File: src/rtl/approx_add_pkg.sv
// Shared limits and arithmetic helpers for the pipelined approximate adder.
// Helpers work on W_MAX-wide zero-extended operands; callers slice the result.
package approx_add_pkg;

    localparam int W_MAX      = 32;
    localparam int STAGES_MAX = 4;

    function automatic logic [W_MAX:0] exact_sum_f(
        input logic [W_MAX-1:0] a,
        input logic [W_MAX-1:0] b
    );
        exact_sum_f = {1'b0, a} + {1'b0, b};
    endfunction

    // Lower k bits are OR-ed; the upper part is an exact add seeded with a[k-1] & b[k-1].
    function automatic logic [W_MAX:0] approx_sum_f(
        input logic [W_MAX-1:0] a,
        input logic [W_MAX-1:0] b,
        input int               k
    );
        logic [W_MAX:0] mask;
        logic [W_MAX:0] lo;
        logic [W_MAX:0] hi;
        logic [4:0]     km1;
        logic           c;
        mask = '0;
        lo   = '0;
        hi   = '0;
        km1  = 5'd0;
        c    = 1'b0;
        if (k == 0) begin
            approx_sum_f = exact_sum_f(a, b);
        end else begin
            km1  = 5'(k - 1);
            mask = ({{W_MAX{1'b0}}, 1'b1} << k) - {{W_MAX{1'b0}}, 1'b1};
            lo   = {1'b0, a | b} & mask;
            c    = a[km1] & b[km1];
            hi   = (({1'b0, a} >> k) + ({1'b0, b} >> k) + {{W_MAX{1'b0}}, c}) << k;
            approx_sum_f = hi | lo;
        end
    endfunction

    function automatic logic [W_MAX:0] abs_diff_f(
        input logic [W_MAX:0] x,
        input logic [W_MAX:0] y
    );
        if (x >= y) begin
            abs_diff_f = x - y;
        end else begin
            abs_diff_f = y - x;
        end
    endfunction

endpackage

File: src/rtl/approx_add_stage.sv
// One valid/ready register slice; it loads whenever it is empty or its
// content is being taken downstream, so bubbles collapse.
module approx_add_stage #(
    parameter int DW = 8
) (
    input  logic          clk,
    input  logic          rst_n,
    input  logic          in_valid_i,
    input  logic [DW-1:0] in_data_i,
    input  logic          out_ready_i,
    output logic          out_valid_o,
    output logic [DW-1:0] out_data_o
);

    logic          valid_q;
    logic          valid_d;
    logic [DW-1:0] data_q;
    logic [DW-1:0] data_d;
    logic          adv_s;

    assign adv_s = !valid_q || out_ready_i;

    // Next-state: load on advance, otherwise hold so the output stays stable.
    always_comb begin
        valid_d = valid_q;
        data_d  = data_q;
        if (adv_s) begin
            valid_d = in_valid_i;
            if (in_valid_i) begin
                data_d = in_data_i;
            end else begin
                data_d = data_q;
            end
        end else begin
            valid_d = valid_q;
            data_d  = data_q;
        end
    end

    // Slice register.
    always_ff @(posedge clk or negedge rst_n) begin
        if (!rst_n) begin
            valid_q <= 1'b0;
            data_q  <= '0;
        end else begin
            valid_q <= valid_d;
            data_q  <= data_d;
        end
    end

    assign out_valid_o = valid_q;
    assign out_data_o  = data_q;

endmodule

File: src/rtl/approx_add_pipe.sv
// Pipelined lower-part-OR approximate adder with valid/ready streaming.
// Define ERR_MON_EN to add the error monitor (err_clr/err_cnt/err_max/err_sum).
module approx_add_pipe
    import approx_add_pkg::*;
#(
    parameter int W      = 8,
    parameter int K      = 4,
    parameter int STAGES = 2,
    parameter int CNT_W  = 16
) (
    input  logic         clk,
    input  logic         rst_n,
    input  logic         in_valid,
    output logic         in_ready,
    input  logic [W-1:0] in_a,
    input  logic [W-1:0] in_b,
    input  logic         in_approx,
    output logic         out_valid,
    input  logic         out_ready,
    output logic [W:0]   out_sum,
    output logic         out_approx
`ifdef ERR_MON_EN
    ,
    input  logic             err_clr,
    output logic [CNT_W-1:0] err_cnt,
    output logic [W:0]       err_max,
    output logic [CNT_W-1:0] err_sum
`endif
);

    localparam int WP1 = W + 1;
    localparam int P0W = 2 * W + 1;
`ifdef ERR_MON_EN
    localparam int PW  = 2 * WP1 + 1;
`else
    localparam int PW  = WP1 + 1;
`endif

    if (W < 2 || W > W_MAX || K < 0 || K >= W || STAGES < 1 || STAGES > STAGES_MAX || CNT_W < 1) begin : g_bad_cfg
        $error("approx_add_pipe: parameter out of range");
    end

    logic           vld_s      [STAGES];
    logic           down_rdy_s [STAGES];
    logic [PW-1:0]  pdata_s    [STAGES];
    logic [P0W-1:0] s0_data_s;
    logic [W-1:0]   s0_a_s;
    logic [W-1:0]   s0_b_s;
    logic           s0_approx_s;
    logic [W_MAX-1:0] a_ext_s;
    logic [W_MAX-1:0] b_ext_s;
    logic [W:0]     sum_apx_s;
    logic [W:0]     sum_exa_s;
    logic [W:0]     sum_s;
    logic [PW-1:0]  pay_s;
    logic [PW-1:0]  fin_s;

    // Stage n may advance when stage n+1 is empty or itself advancing; computed
    // from registered valids only, so in_valid never reaches in_ready.
    always_comb begin
        for (int n = 0; n < STAGES; n++) begin
            down_rdy_s[n] = out_ready;
        end
        for (int n = STAGES - 2; n >= 0; n--) begin
            down_rdy_s[n] = !vld_s[n+1] || down_rdy_s[n+1];
        end
    end

    assign in_ready = !vld_s[0] || down_rdy_s[0];

    approx_add_stage #(.DW(P0W)) u_stage0 (
        .clk         (clk),
        .rst_n       (rst_n),
        .in_valid_i  (in_valid),
        .in_data_i   ({in_approx, in_b, in_a}),
        .out_ready_i (down_rdy_s[0]),
        .out_valid_o (vld_s[0]),
        .out_data_o  (s0_data_s)
    );

    assign {s0_approx_s, s0_b_s, s0_a_s} = s0_data_s;

    // Zero-extend operands to the helper width.
    always_comb begin
        a_ext_s = '0;
        b_ext_s = '0;
        a_ext_s[W-1:0] = s0_a_s;
        b_ext_s[W-1:0] = s0_b_s;
    end

    assign sum_apx_s = WP1'(approx_sum_f(a_ext_s, b_ext_s, K));
    assign sum_exa_s = WP1'(exact_sum_f(a_ext_s, b_ext_s));

    // Mode select; K=0 degenerates to the exact sum.
    always_comb begin
        sum_s = sum_exa_s;
        if (s0_approx_s && (K > 0)) begin
            sum_s = sum_apx_s;
        end else begin
            sum_s = sum_exa_s;
        end
    end

`ifdef ERR_MON_EN
    assign pay_s = {sum_exa_s, s0_approx_s, sum_s};
`else
    assign pay_s = {s0_approx_s, sum_s};
`endif

    assign pdata_s[0] = pay_s;

    for (genvar n = 1; n < STAGES; n++) begin : g_stage
        approx_add_stage #(.DW(PW)) u_stage (
            .clk         (clk),
            .rst_n       (rst_n),
            .in_valid_i  (vld_s[n-1]),
            .in_data_i   (pdata_s[n-1]),
            .out_ready_i (down_rdy_s[n]),
            .out_valid_o (vld_s[n]),
            .out_data_o  (pdata_s[n])
        );
    end

    assign fin_s      = pdata_s[STAGES-1];
    assign out_valid  = vld_s[STAGES-1];
    assign out_sum    = fin_s[W:0];
    assign out_approx = fin_s[W+1];

`ifdef ERR_MON_EN
    logic [CNT_W-1:0] cnt_q, cnt_d;
    logic [W:0]       max_q, max_d;
    logic [CNT_W-1:0] esum_q, esum_d;
    logic [W:0]       exact_fin_s;
    logic [W_MAX:0]   obs_ext_s;
    logic [W_MAX:0]   ref_ext_s;
    logic [W:0]       diff_s;
    logic [63:0]      esum_ext_s;
    logic [63:0]      diff_ext_s;
    logic [63:0]      cmax_ext_s;
    logic [63:0]      acc_s;
    logic             hs_s;

    assign exact_fin_s = fin_s[2*W+2:W+2];
    assign hs_s        = out_valid && out_ready && out_approx;

    // Error magnitude and saturating accumulator candidate.
    always_comb begin
        obs_ext_s  = '0;
        ref_ext_s  = '0;
        esum_ext_s = '0;
        diff_ext_s = '0;
        cmax_ext_s = '0;
        obs_ext_s[W:0] = out_sum;
        ref_ext_s[W:0] = exact_fin_s;
        diff_s = WP1'(abs_diff_f(obs_ext_s, ref_ext_s));
        esum_ext_s[CNT_W-1:0] = esum_q;
        diff_ext_s[W:0]       = diff_s;
        cmax_ext_s[CNT_W-1:0] = '1;
        acc_s = esum_ext_s + diff_ext_s;
    end

    // Monitor next-state; clear takes priority over an accepted result.
    always_comb begin
        cnt_d  = cnt_q;
        max_d  = max_q;
        esum_d = esum_q;
        if (err_clr) begin
            cnt_d  = '0;
            max_d  = '0;
            esum_d = '0;
        end else if (hs_s) begin
            if ((diff_s != '0) && (cnt_q != '1)) begin
                cnt_d = cnt_q + {{(CNT_W-1){1'b0}}, 1'b1};
            end else begin
                cnt_d = cnt_q;
            end
            if (diff_s > max_q) begin
                max_d = diff_s;
            end else begin
                max_d = max_q;
            end
            if (acc_s > cmax_ext_s) begin
                esum_d = '1;
            end else begin
                esum_d = acc_s[CNT_W-1:0];
            end
        end else begin
            cnt_d  = cnt_q;
            max_d  = max_q;
            esum_d = esum_q;
        end
    end

    // Monitor registers.
    always_ff @(posedge clk or negedge rst_n) begin
        if (!rst_n) begin
            cnt_q  <= '0;
            max_q  <= '0;
            esum_q <= '0;
        end else begin
            cnt_q  <= cnt_d;
            max_q  <= max_d;
            esum_q <= esum_d;
        end
    end

    assign err_cnt = cnt_q;
    assign err_max = max_q;
    assign err_sum = esum_q;
`endif

endmodule

File: config.mk
export PLATFORM = sky130hd
export DESIGN_NAME = approx_add_pipe
export DESIGN_NICKNAME = d
export VERILOG_FILES = /design/src/rtl/approx_add_pkg.sv /design/src/rtl/approx_add_stage.sv /design/src/rtl/approx_add_pipe.sv
export SDC_FILE = /design/constraint.sdc
export NUM_CORES = 1
export LEC_CHECK = 0
export BUFFER_PORTS_ARGS = -buffer_cell sky130_fd_sc_hd__clkbuf_2
export CORE_ASPECT_RATIO = 1.75
export CORE_MARGIN = 10
export CORE_UTILIZATION = 35
export CTS_BUF_LIST = sky130_fd_sc_hd__clkbuf_4
export CTS_CLUSTER_SIZE = 25
export DETAILED_ROUTE_END_ITERATION = 16
export GPL_ROUTABILITY_DRIVEN = 0
export SLEW_MARGIN = 20
export SYNTH_ARGS = -nofsm -noshare
export SYNTH_HDL_FRONTEND = slang
export SYNTH_HIERARCHICAL = 1
export SYNTH_SLANG_ARGS = --single-unit
export TNS_END_PERCENT = 100
File: constraint.sdc
create_clock -name clk -period 3.6 [get_ports clk]
set_clock_uncertainty 0.05 [all_clocks]
set_input_delay 0.54 -clock clk [delete_from_list [all_inputs] [get_ports clk]]
set_output_delay 0.54 -clock clk [all_outputs]
set_load 0.1 [all_outputs]
---- Yosys cells after proc, flatten, opt, wreduce, memory -nomap -nowiden ----
Index checks and enable logic that the tools add are counted.
cells by class
  muxes and demuxes ....................... 1
  bitwise logic cells ..................... 3
  $add $sub $neg .......................... 3
  reductions and logical operators ........ 6
operators by type and width
  kind                  number
  adder 8 x 8 -> 9 bit  1
  2-to-1 mux 9 bit      1
  OR 9 x 4 -> 9 bit     1
  adder 4 x 4 -> 5 bit  1
  adder 5 x 1 -> 5 bit  1
  OR 4 bit              1
  AND reduction 2 bit   2
  logical NOT 1 bit     2
  logical OR 1 bit      2
  bitwise AND 1 bit     1
storage, ports and cells
  register bits ........................... 29
  word-level logic and storage cells ...... 17
  output and inout port bits .............. 12

---- Depth between registers and ports, before layout ----
Gate-level depths: netlist of the first run.
  word-level depth ........................ 4
  gate-level depth with buffers ........... 8
  mapped depth without buffers ............ 8

---- By module ----
Netlist of the first run, hierarchy kept.
by module, submodules not included
  module                                  cells an instance  instances  area an instance (um^2)  sequential area each (um^2)
  approx_add_stage at u_stage0            39                 1          732.0                    450.4
  approx_add_pipe                         67                 1          523.0                    0.0
  approx_add_stage at g_stage[1].u_stage  24                 1          420.4                    275.3

---- Least setup slack after synthesis of the first run ----
OpenSTA, ideal clock, no wires.
  kind .................................... flip-flop to output port
  start point ............................. reg g_stage[1].u_stage.valid_q
  end point ............................... out in_ready
  data arrival time ....................... 1.974 ns
  setup slack ............................. 1.036 ns
  cell stages (with the launch flop) ...... 2
  path buffers ............................ 0
  path through ............................ dfrtp_1 -> nand3b_1
on the way
  word-level cells in the longest chain between the ends .. 3
RTL lines
  what                    line                    RTL
  from (decl)             approx_add_stage.sv:15  logic valid_q;
  from (signal assigned)  approx_add_stage.sv:46  valid_q <= valid_d;
  logical NOT 1 bit       approx_add_pipe.sv:65   down_rdy_s[n] = !vld_s[n+1] || down_rdy_s[n+1];
  logical OR 1 bit        approx_add_pipe.sv:65
  logical OR 1 bit        approx_add_pipe.sv:69   assign in_ready = !vld_s[0] || down_rdy_s[0];
  to (decl)               approx_add_pipe.sv:14   output logic in_ready,
No other way between the ends.

---- Final worst setup path of the first run ----
  start point ............................. reg u_stage0.data_q[0], in the netlist u_stage0/out_data_o[0]
  end point ............................... reg g_stage[1].u_stage.data_q[6]
on the way
  word-level cells in the longest chain between the ends .. 2
RTL lines
  what                    line                    RTL
  from (decl)             approx_add_stage.sv:17  logic [DW-1:0] data_q;
  from (signal assigned)  approx_add_stage.sv:47  data_q <= data_d;
  adder 8 x 8 -> 9 bit    approx_add_pkg.sv:12    exact_sum_f = {1'b0, a} + {1'b0, b};
  2-to-1 mux 9 bit        approx_add_pipe.sv:97   if (s0_approx_s && (K > 0)) begin
  named net sum_s[6]      approx_add_pipe.sv:54   logic [W:0] sum_s;
  to (signal assigned)    approx_add_stage.sv:47
  to (decl)               approx_add_stage.sv:17
The timed path passes the listed nets, and every way through them passes these cells.
A chain may end at the register's enable or synchronous reset.

==> flow_metrics.py, run 1 <==
metrics = {
    "grt": {
        "grt_antenna_before_repair": 0,
        "grt_pass1_vias": 1209,
        "grt_max_degree": 30,
        "grtUsageTotal_pct": 8.350,
        "grt-ovfl-total": 0,
        "grt_pass1_wl_mm": 5.499,
    },
    "worst_setup_path": {
        "crit_buf_inv": 1,
        "path_cells": "ha_1 > inv_1 > fa_1 > nand2b_1 > a211oi_1 > o21ai_1 > xnor2_1 > mux2_2",
        "critical_path.slowest_cell": "dfrtp_1",
        "critPathLaunchType": "flop",
        "path_delay_family": "adder cells",
        "cp.arrival_ns": 2.33,
        "slowest_delay_ns": 0.38,
        "path_max_fanout": 3,
        "crit_required_ns": 3.76,
        "worst_setup_path_end_kind": "flop",
        "criticalPathCategory": "reg -> reg",
    },
    "logic_synthesis": {
        "syn_inst": 130,
        "synth.yosys.seq_area_share_pct": 43.32,
        "yosys-top-cells-area": "dfrtp_1, mux2_2, ha_1, mux2_4, fa_1",
        "synth_top_area_cell": "dfrtp_1",
        "yosys_warnings": 6,
        "synth_nets": 166,
        "yosysUniqueCellTypes": 28,
        "synth_area_mm2": 0.001675,
        "synth_top_area_share_pct": 43.32,
        "ys_seq_elements": 29,
        "avgSynthCellArea_um2": 12.89,
    },
    "floorplan": {
        "die_area_mm2": 0.008063,
        "die_w_um": 72.30,
        "initial_core_util_pct": 35.91,
        "fp.dieH_um": 111.5,
        "rows": 33,
        "num_io_pins": 33,
        "core_mm2": 0.004666,
    },
    "timing": {
        "maxSlewHeadroom_pct": 51.48,
        "hold_violations": 0,
        "max_freq_mhz": 461.2,
        "tns_ns": 0,
        "rsz0062_at_grt": "no",
        "worst_slew_pin_slew_ns": 0.7279,
        "setup_slack_ns": 1.432,
        "fin_crit_ns": 2.168,
        "finalCritPeriodShare_pct": 60.22,
        "setup_violations": 0,
        "slew_violations": 0,
        "whs_ns": 0.2112,
    },
    "drt": {
        "vias": 1055,
        "viasPerCell": 4.817,
        "drc_errors": 0,
        "drt-total-wl_mm": 3.135,
        "first_pass_iters": 2,
        "ant_nets": 0,
        "drt_iter0_drc": 4,
        "wl_per_cell_um": 14.32,
    },
    "flow_run": {
        "maxCapViolCount": 0,
    },
    "clocking": {
        "post-cts-setup-buffers": 0,
        "numCtsBuffers": 5,
        "ctsLongestPathBuffers": 2,
        "cts_max_level": 2,
        "cts_tree": "yes",
        "path_clk_slew_ns": 0.09,
        "cts_root_buf": "clkbuf_4",
        "clock_latency_ns": 0.32,
        "cts_hold_buf": 0,
        "post_cts_resize_count": 0,
        "cts.sinks": 29,
    },
    "cells_and_area": {
        "drive_gt1_share_pct": 43.11,
        "finish.utilization_pct": 41.11,
        "diodes": 0,
        "nets": 203,
        "area_delta_synth_final_pct": 14.49,
    },
    "pwr": {
        "power_density_mw_per_mm2": 740.7,
        "p_leak_nw": 0.9813,
        "vdd_drop_max_v": 0.0003144,
        "finalPower_mw": 1.421,
    },
    "place": {
        "io_buffers": 32,
        "pre_cts_slack_ns": 1.449,
        "hpwl_mm": 2.541,
    },
    "min_path": {
        "worstHoldPathType": "in -> async",
    },
    "run_status": {
        "status": "complete, no violations",
    },
}
-- metal layers --
metal,vias to the layer above,global-route usage (%),wire length (um)
li1,515,-,-
met2,22,15.06,1731
met4,0,3.891,43
met5,-,0,0
met3,5,2.756,142
met1,513,8.117,1218
-- final cells by class --
| cell class | instances | area [um2] |
|---|---|---|
| Fill cell | 462 | 2748 |
| Tap cell | 52 | 65.06 |
| Clock buffer | 6 | 45.04 |
| Clock inverter | 1 | 3.754 |
| Multi-Input combinational cell | 85 | 865.8 |
| Timing Repair Buffer | 32 | 160.2 |
| Sequential cell | 29 | 725.7 |
| Inverter | 14 | 52.55 |
-- kinds of logic after synthesis --
logic type | synth area share, %
xor gates and xnor gates | 2.091
and+or+nand+nor | 7.021
adders and majority gates | 12.55
buffers and inverters | 5.004
DFF | 43.32
muxes | 22.18
AOI/OAI and AO/OA | 7.842
-- worst register-to-register path: stages (launching register included) --
cell      delay [ns]
dfrtp_1         0.38
ha_1            0.20
inv_1           0.06
fa_1            0.37
nand2b_1        0.19
a211oi_1        0.24
o21ai_1         0.14
xnor2_1         0.15
mux2_2          0.26
-- per-stage QoR --
stage | area (um2) | instances
CTS | 1918 | 219
finish | 1918 | 219
detailed placement | 1869 | 212
global route | 1918 | 219
global placement | 1869 | 212
floorplan | 1675 | 130
-- sequential cells by signal, indices dropped and copies added (netlist names) --
register / count
g_stage.u_stage/out_valid_o: 1
u_stage0/out_valid_o: 1
g_stage.u_stage/out_data_o: 10
u_stage0/out_data_o: 17
-- cells in the mapped netlist --
| library cell | n |
|---|---|
| nand2b_4 | 2 |
| nand2_4 | 2 |
| inv_1 | 14 |
| o41ai_2 | 1 |
| o21ai_0 | 2 |
| mux2_2 | 17 |
| a211o_2 | 1 |
| nor2_1 | 2 |
| fa_1 | 3 |
| buf_12 | 1 |
| a21o_1 | 2 |
| nand2_1 | 5 |
| a211oi_1 | 1 |
| xnor2_1 | 2 |
| a31oi_1 | 1 |
| a211o_1 | 2 |
| o21ai_1 | 1 |
| mux2i_1 | 3 |
| dfrtp_1 | 29 |
| mux2_4 | 10 |
| or2b_1 | 2 |
| nand3b_1 | 1 |
| a21oi_1 | 7 |
| nand2b_1 | 3 |
| xor2_1 | 2 |
| o21a_2 | 1 |
| buf_6 | 1 |
| ha_1 | 12 |
-- cell usage in the layout (no fill, tap or decap), drive strengths merged, types with 2 or more instances in the layout --
cell / n
clkbuf: 38
dfrtp: 29
mux2: 27
inv: 14
ha: 12
a21oi: 7
nand2: 7
nand2b: 5
mux2i: 3
fa: 3
a211o: 3
o21ai: 3
a21o: 2
xor2: 2
nor2: 2
xnor2: 2
or2b: 2
-- worst paths after layout --
| path | startpoint | to | slack [ns] | cells past startpoint |
|---|---|---|---|---|
| setup / recovery | u_stage0/out_data_o[0] | g_stage[1].u_stage/out_data_o[6] | 1.43 | 8 |
| hold / removal | rst_n | u_stage0/out_data_o[9] | 0.21 | 1 |
| setup reg to reg | u_stage0/out_data_o[0] | g_stage[1].u_stage/out_data_o[6] | 1.43 | 8 |
| hold reg to reg | g_stage[1].u_stage/out_data_o[5] | g_stage[1].u_stage/out_data_o[5] | 0.46 | 1 |
| max in group asynchronous | rst_n | g_stage[1].u_stage/out_data_o[4] | 2.82 | 1 |
| min in group clk | in_a[1] | u_stage0/out_data_o[1] | 0.39 | 2 |
-- report_power, final --
group	internal [mW]	switching [mW]
Clock	0.0783	0.106
Sequential	0.406	0.0573
Combinational	0.212	0.561
Total	0.696	0.724
Power figures use the tool's default switching activity.
==> inputs of run 2 (changes only) <==
ABC_AREA = 1   (was default)
clock period = 1.8 ns   (was 3.6 ns; I/O delays follow)
==> run 2 against run 1 <==
  * Largest cell class unchanged
  * Synthesized cell count up 70%
  * The run now ends with setup timing left
  * Design area up 12%
  * Largest power group unchanged
  * Global-route usage up 1.1 points
  * Non-clock buffer count up 14
  * Sequential power up 97%
==> flow_metrics.py, run 2 <==
metrics = {
    "worst_setup_path": {
        "critical_path.slowest_cell": "fa_1",
        "worst_setup_path_end_kind": "flop",
        "crit_required_ns": 2.03,
        "path_max_fanout": 2,
        "crit_path_frequent_cell": "nand2_1",
        "r2r-start": "u_stage0/out_data_o[11]",
        "path_cells": "ha_2 > fa_2 > inv_2 > fa_1 > or2_0 > nand2_1 > nand3_1 > nand2_1",
        "crit_cells": 8,
        "crit_buf_inv": 1,
        "critPathLaunchType": "flop",
        "cp.arrival_ns": 2.12,
        "reg2reg_depth": 8,
        "path_delay_family": "adder cells",
        "regToRegEndpoint": "g_stage[1].u_stage/out_data_o[5]",
        "slowest_delay_ns": 0.40,
        "r2r_slack_ns": -0.1,
        "criticalPathCategory": "reg -> reg",
    },
    "cells_and_area": {
        "largest_register_ffs": 17,
        "fill_cells": 493,
        "nets": 303,
        "layout_commonest_cell": "nand2_1",
        "drive_gt1_share_pct": 27.24,
        "final_cell_mix": "nand2_1, nand3_1, clkbuf_2, dfrtp_1, inv_1",
        "multi_input_area_um2": 903.4,
        "area_delta_synth_final_pct": 23.69,
        "register_area_um2": 725.7,
    },
    "min_path": {
        "hold_path_depth": 3,
        "min_from": "in_a[4]",
        "worstHoldPathType": "in -> reg",
        "holdPathEnd": "u_stage0/out_data_o[4]",
    },
    "drt": {
        "drt-total-wl_mm": 3.748,
        "drt_iter0_drc": 38,
        "first_pass_iters": 4,
        "vias": 1501,
        "drc_errors": 0,
        "wl_per_cell_um": 11.68,
        "ant_nets": 0,
        "viasPerCell": 4.676,
    },
    "logic_synthesis": {
        "synth_nets": 257,
        "syn_inst": 221,
        "synth_top_area_share_pct": 41.64,
        "synth_most_common_cell": "nand2_1",
        "yosysUniqueCellTypes": 22,
        "ys_seq_elements": 29,
        "yosys_warnings": 6,
        "synth_async_sr_flop_share_pct": 100.0,
        "synth.yosys.seq_area_share_pct": 41.64,
        "avgSynthCellArea_um2": 7.887,
        "synthFlopType": "dfrtp_1",
        "yosys-top-cells-area": "dfrtp_1, nand2_1, nand3_1, ha_1, inv_1",
        "synth_top_area_cell": "dfrtp_1",
        "synthTopCellsByCount": "nand2_1, nand3_1, dfrtp_1, inv_1, ha_1",
        "synth-edff-count": 0,
        "synth_area_mm2": 0.001743,
    },
    "pwr": {
        "power_density_mw_per_mm2": 1435,
        "vdd_drop_max_v": 0.0009107,
        "finalPower_mw": 3.093,
        "p_leak_nw": 1.243,
    },
    "floorplan": {
        "core_mm2": 0.004748,
        "initial_core_util_pct": 36.71,
        "fp.dieH_um": 113.4,
        "die_w_um": 73.35,
        "die_area_mm2": 0.008314,
        "num_io_pins": 33,
        "rows": 33,
    },
    "place": {
        "pre_cts_slack_ns": -0.1121,
        "io_buffers": 32,
        "hpwl_mm": 2.960,
    },
    "run_status": {
        "status": "finished, violations left",
        "violations": "setup timing",
    },
    "clocking": {
        "cts_root_buf": "clkbuf_4",
        "cts.sinks": 29,
        "path_clk_slew_ns": 0.09,
        "ctsLongestPathBuffers": 2,
        "cts_max_level": 2,
        "clock_latency_ns": 0.33,
        "cts_tree": "yes",
        "numCtsBuffers": 5,
    },
    "timing": {
        "rsz0062_at_grt": "yes",
        "hold_violations": 0,
        "max_freq_mhz": 526.5,
        "setup_slack_ns": -0.09948,
        "finalCritPeriodShare_pct": 105.5,
        "worst_slew_pin_slew_ns": 0.6959,
        "slew_violations": 0,
        "maxSlewHeadroom_pct": 53.61,
        "setup_violations": 1,
        "fin_crit_ns": 1.899,
    },
    "grt": {
        "grt-ovfl-total": 0,
        "grt_pass1_vias": 1541,
        "grt_pass1_wl_mm": 6.354,
        "grt_max_degree": 30,
        "grt_antenna_before_repair": 1,
        "grtUsageTotal_pct": 9.492,
    },
    "flow_run": {
        "maxCapViolCount": 0,
    },
}
[run 2: cell types whose count changed after synthesis, moves of 5 or more]
cell	delta
nand2_1	+81
nand3_1	+37
mux2_2	-17
inv_1	+10
mux2_4	-10
buf_4	+5
[run 2: worst max path at each step]
stage | from | end | slack (ns)
after CTS | u_stage0/out_data_o[3] | g_stage[1].u_stage/out_data_o[5] | -0.11
final | u_stage0/out_data_o[11] | g_stage[1].u_stage/out_data_o[5] | -0.1
after detailed placement | u_stage0/out_data_o[11] | g_stage[1].u_stage/out_data_o[5] | -0.11
after global placement | u_stage0/out_data_o[11] | g_stage[1].u_stage/out_data_o[5] | -0.08
after floorplan | u_stage0/out_data_o[11] | g_stage[1].u_stage/out_data_o[5] | -0.07
after global routing | u_stage0/out_data_o[3] | g_stage[1].u_stage/out_data_o[5] | -0.21
[run 2: cells by family (layout without fill, tap and decap cells)]
group / Yosys count / in the layout / synth area share [%]
flops: 29 / 29 / 41.64
fa+ha+maj: 15 / 15 / 12.06
buf+inv: 33 / 80 / 9.261
other cells: 0 / 1 / 0
xor+xnor: 1 / 1 / 0.5026
simple gates: 134 / 134 / 33.60
compound gates: 8 / 8 / 2.369
mux: 1 / 1 / 0.5743
[run 2: report_power, final]
part           total, mW  switching (mW)  internal [mW]
clock network      0.526           0.223          0.304
logic               1.65            1.26          0.396
registers          0.913           0.102          0.811
[run 2: what timing repair did]
| action | CTS | global route |
|---|---|---|
| endpoints found under the hold margin | 29 | 0 |
| hold buffers | 1 | 0 |
| gates resized for setup | 0 | 10 |
| endpoints found under the setup margin | 1 | 5 |
| setup buffers | 1 | 2 |
| pin swaps | 2 | 5 |
[run 2: final cells by class]
| class | count | area share [%] |
|---|---|---|
| Sequential cell | 29 | 33.66 |
| Tap cell | 52 | 3.018 |
| Multi-Input combinational cell | 159 | 41.90 |
| Timing Repair Buffer | 46 | 13.12 |
| Inverter | 26 | 4.527 |
| Clock inverter | 2 | 1.567 |
| Clock buffer | 6 | 2.089 |
| Antenna cell | 1 | 0.1161 |
[run 2: routing by layer]
layer | share of wire, % | vias up | global-route usage [%]
met1 | 39 | 667 | 8.655
met5 | 0 | - | 0
met2 | 54 | 34 | 16.98
li1 | - | 791 | -
met4 | 2.1 | 0 | 5.743
met3 | 5.1 | 9 | 3.412
[run 2: worst min-delay path, delay by kind of cell]
kind          cells  cell delay [ns]
buf+inv           1             0.08
simple gates      2             0.11
[run 2: metrics by stage]
step | utilization, % | std cells | setup TNS (ns) | hold WS (ns) | area (um2)
after global placement | 42.37 | 308 | -0.08353 | 0.3027 | 2012
after global routing | 45.40 | 321 | -0.3422 | 0.09377 | 2156
after floorplan | - | 221 | -0.06747 | -0.07559 | 1760
after CTS | 44.40 | 318 | -0.1052 | 0.1052 | 2108
after detailed placement | 42.37 | 308 | -0.1121 | 0.3070 | 2012
final | 45.40 | 321 | -0.09948 | 0.1111 | 2156
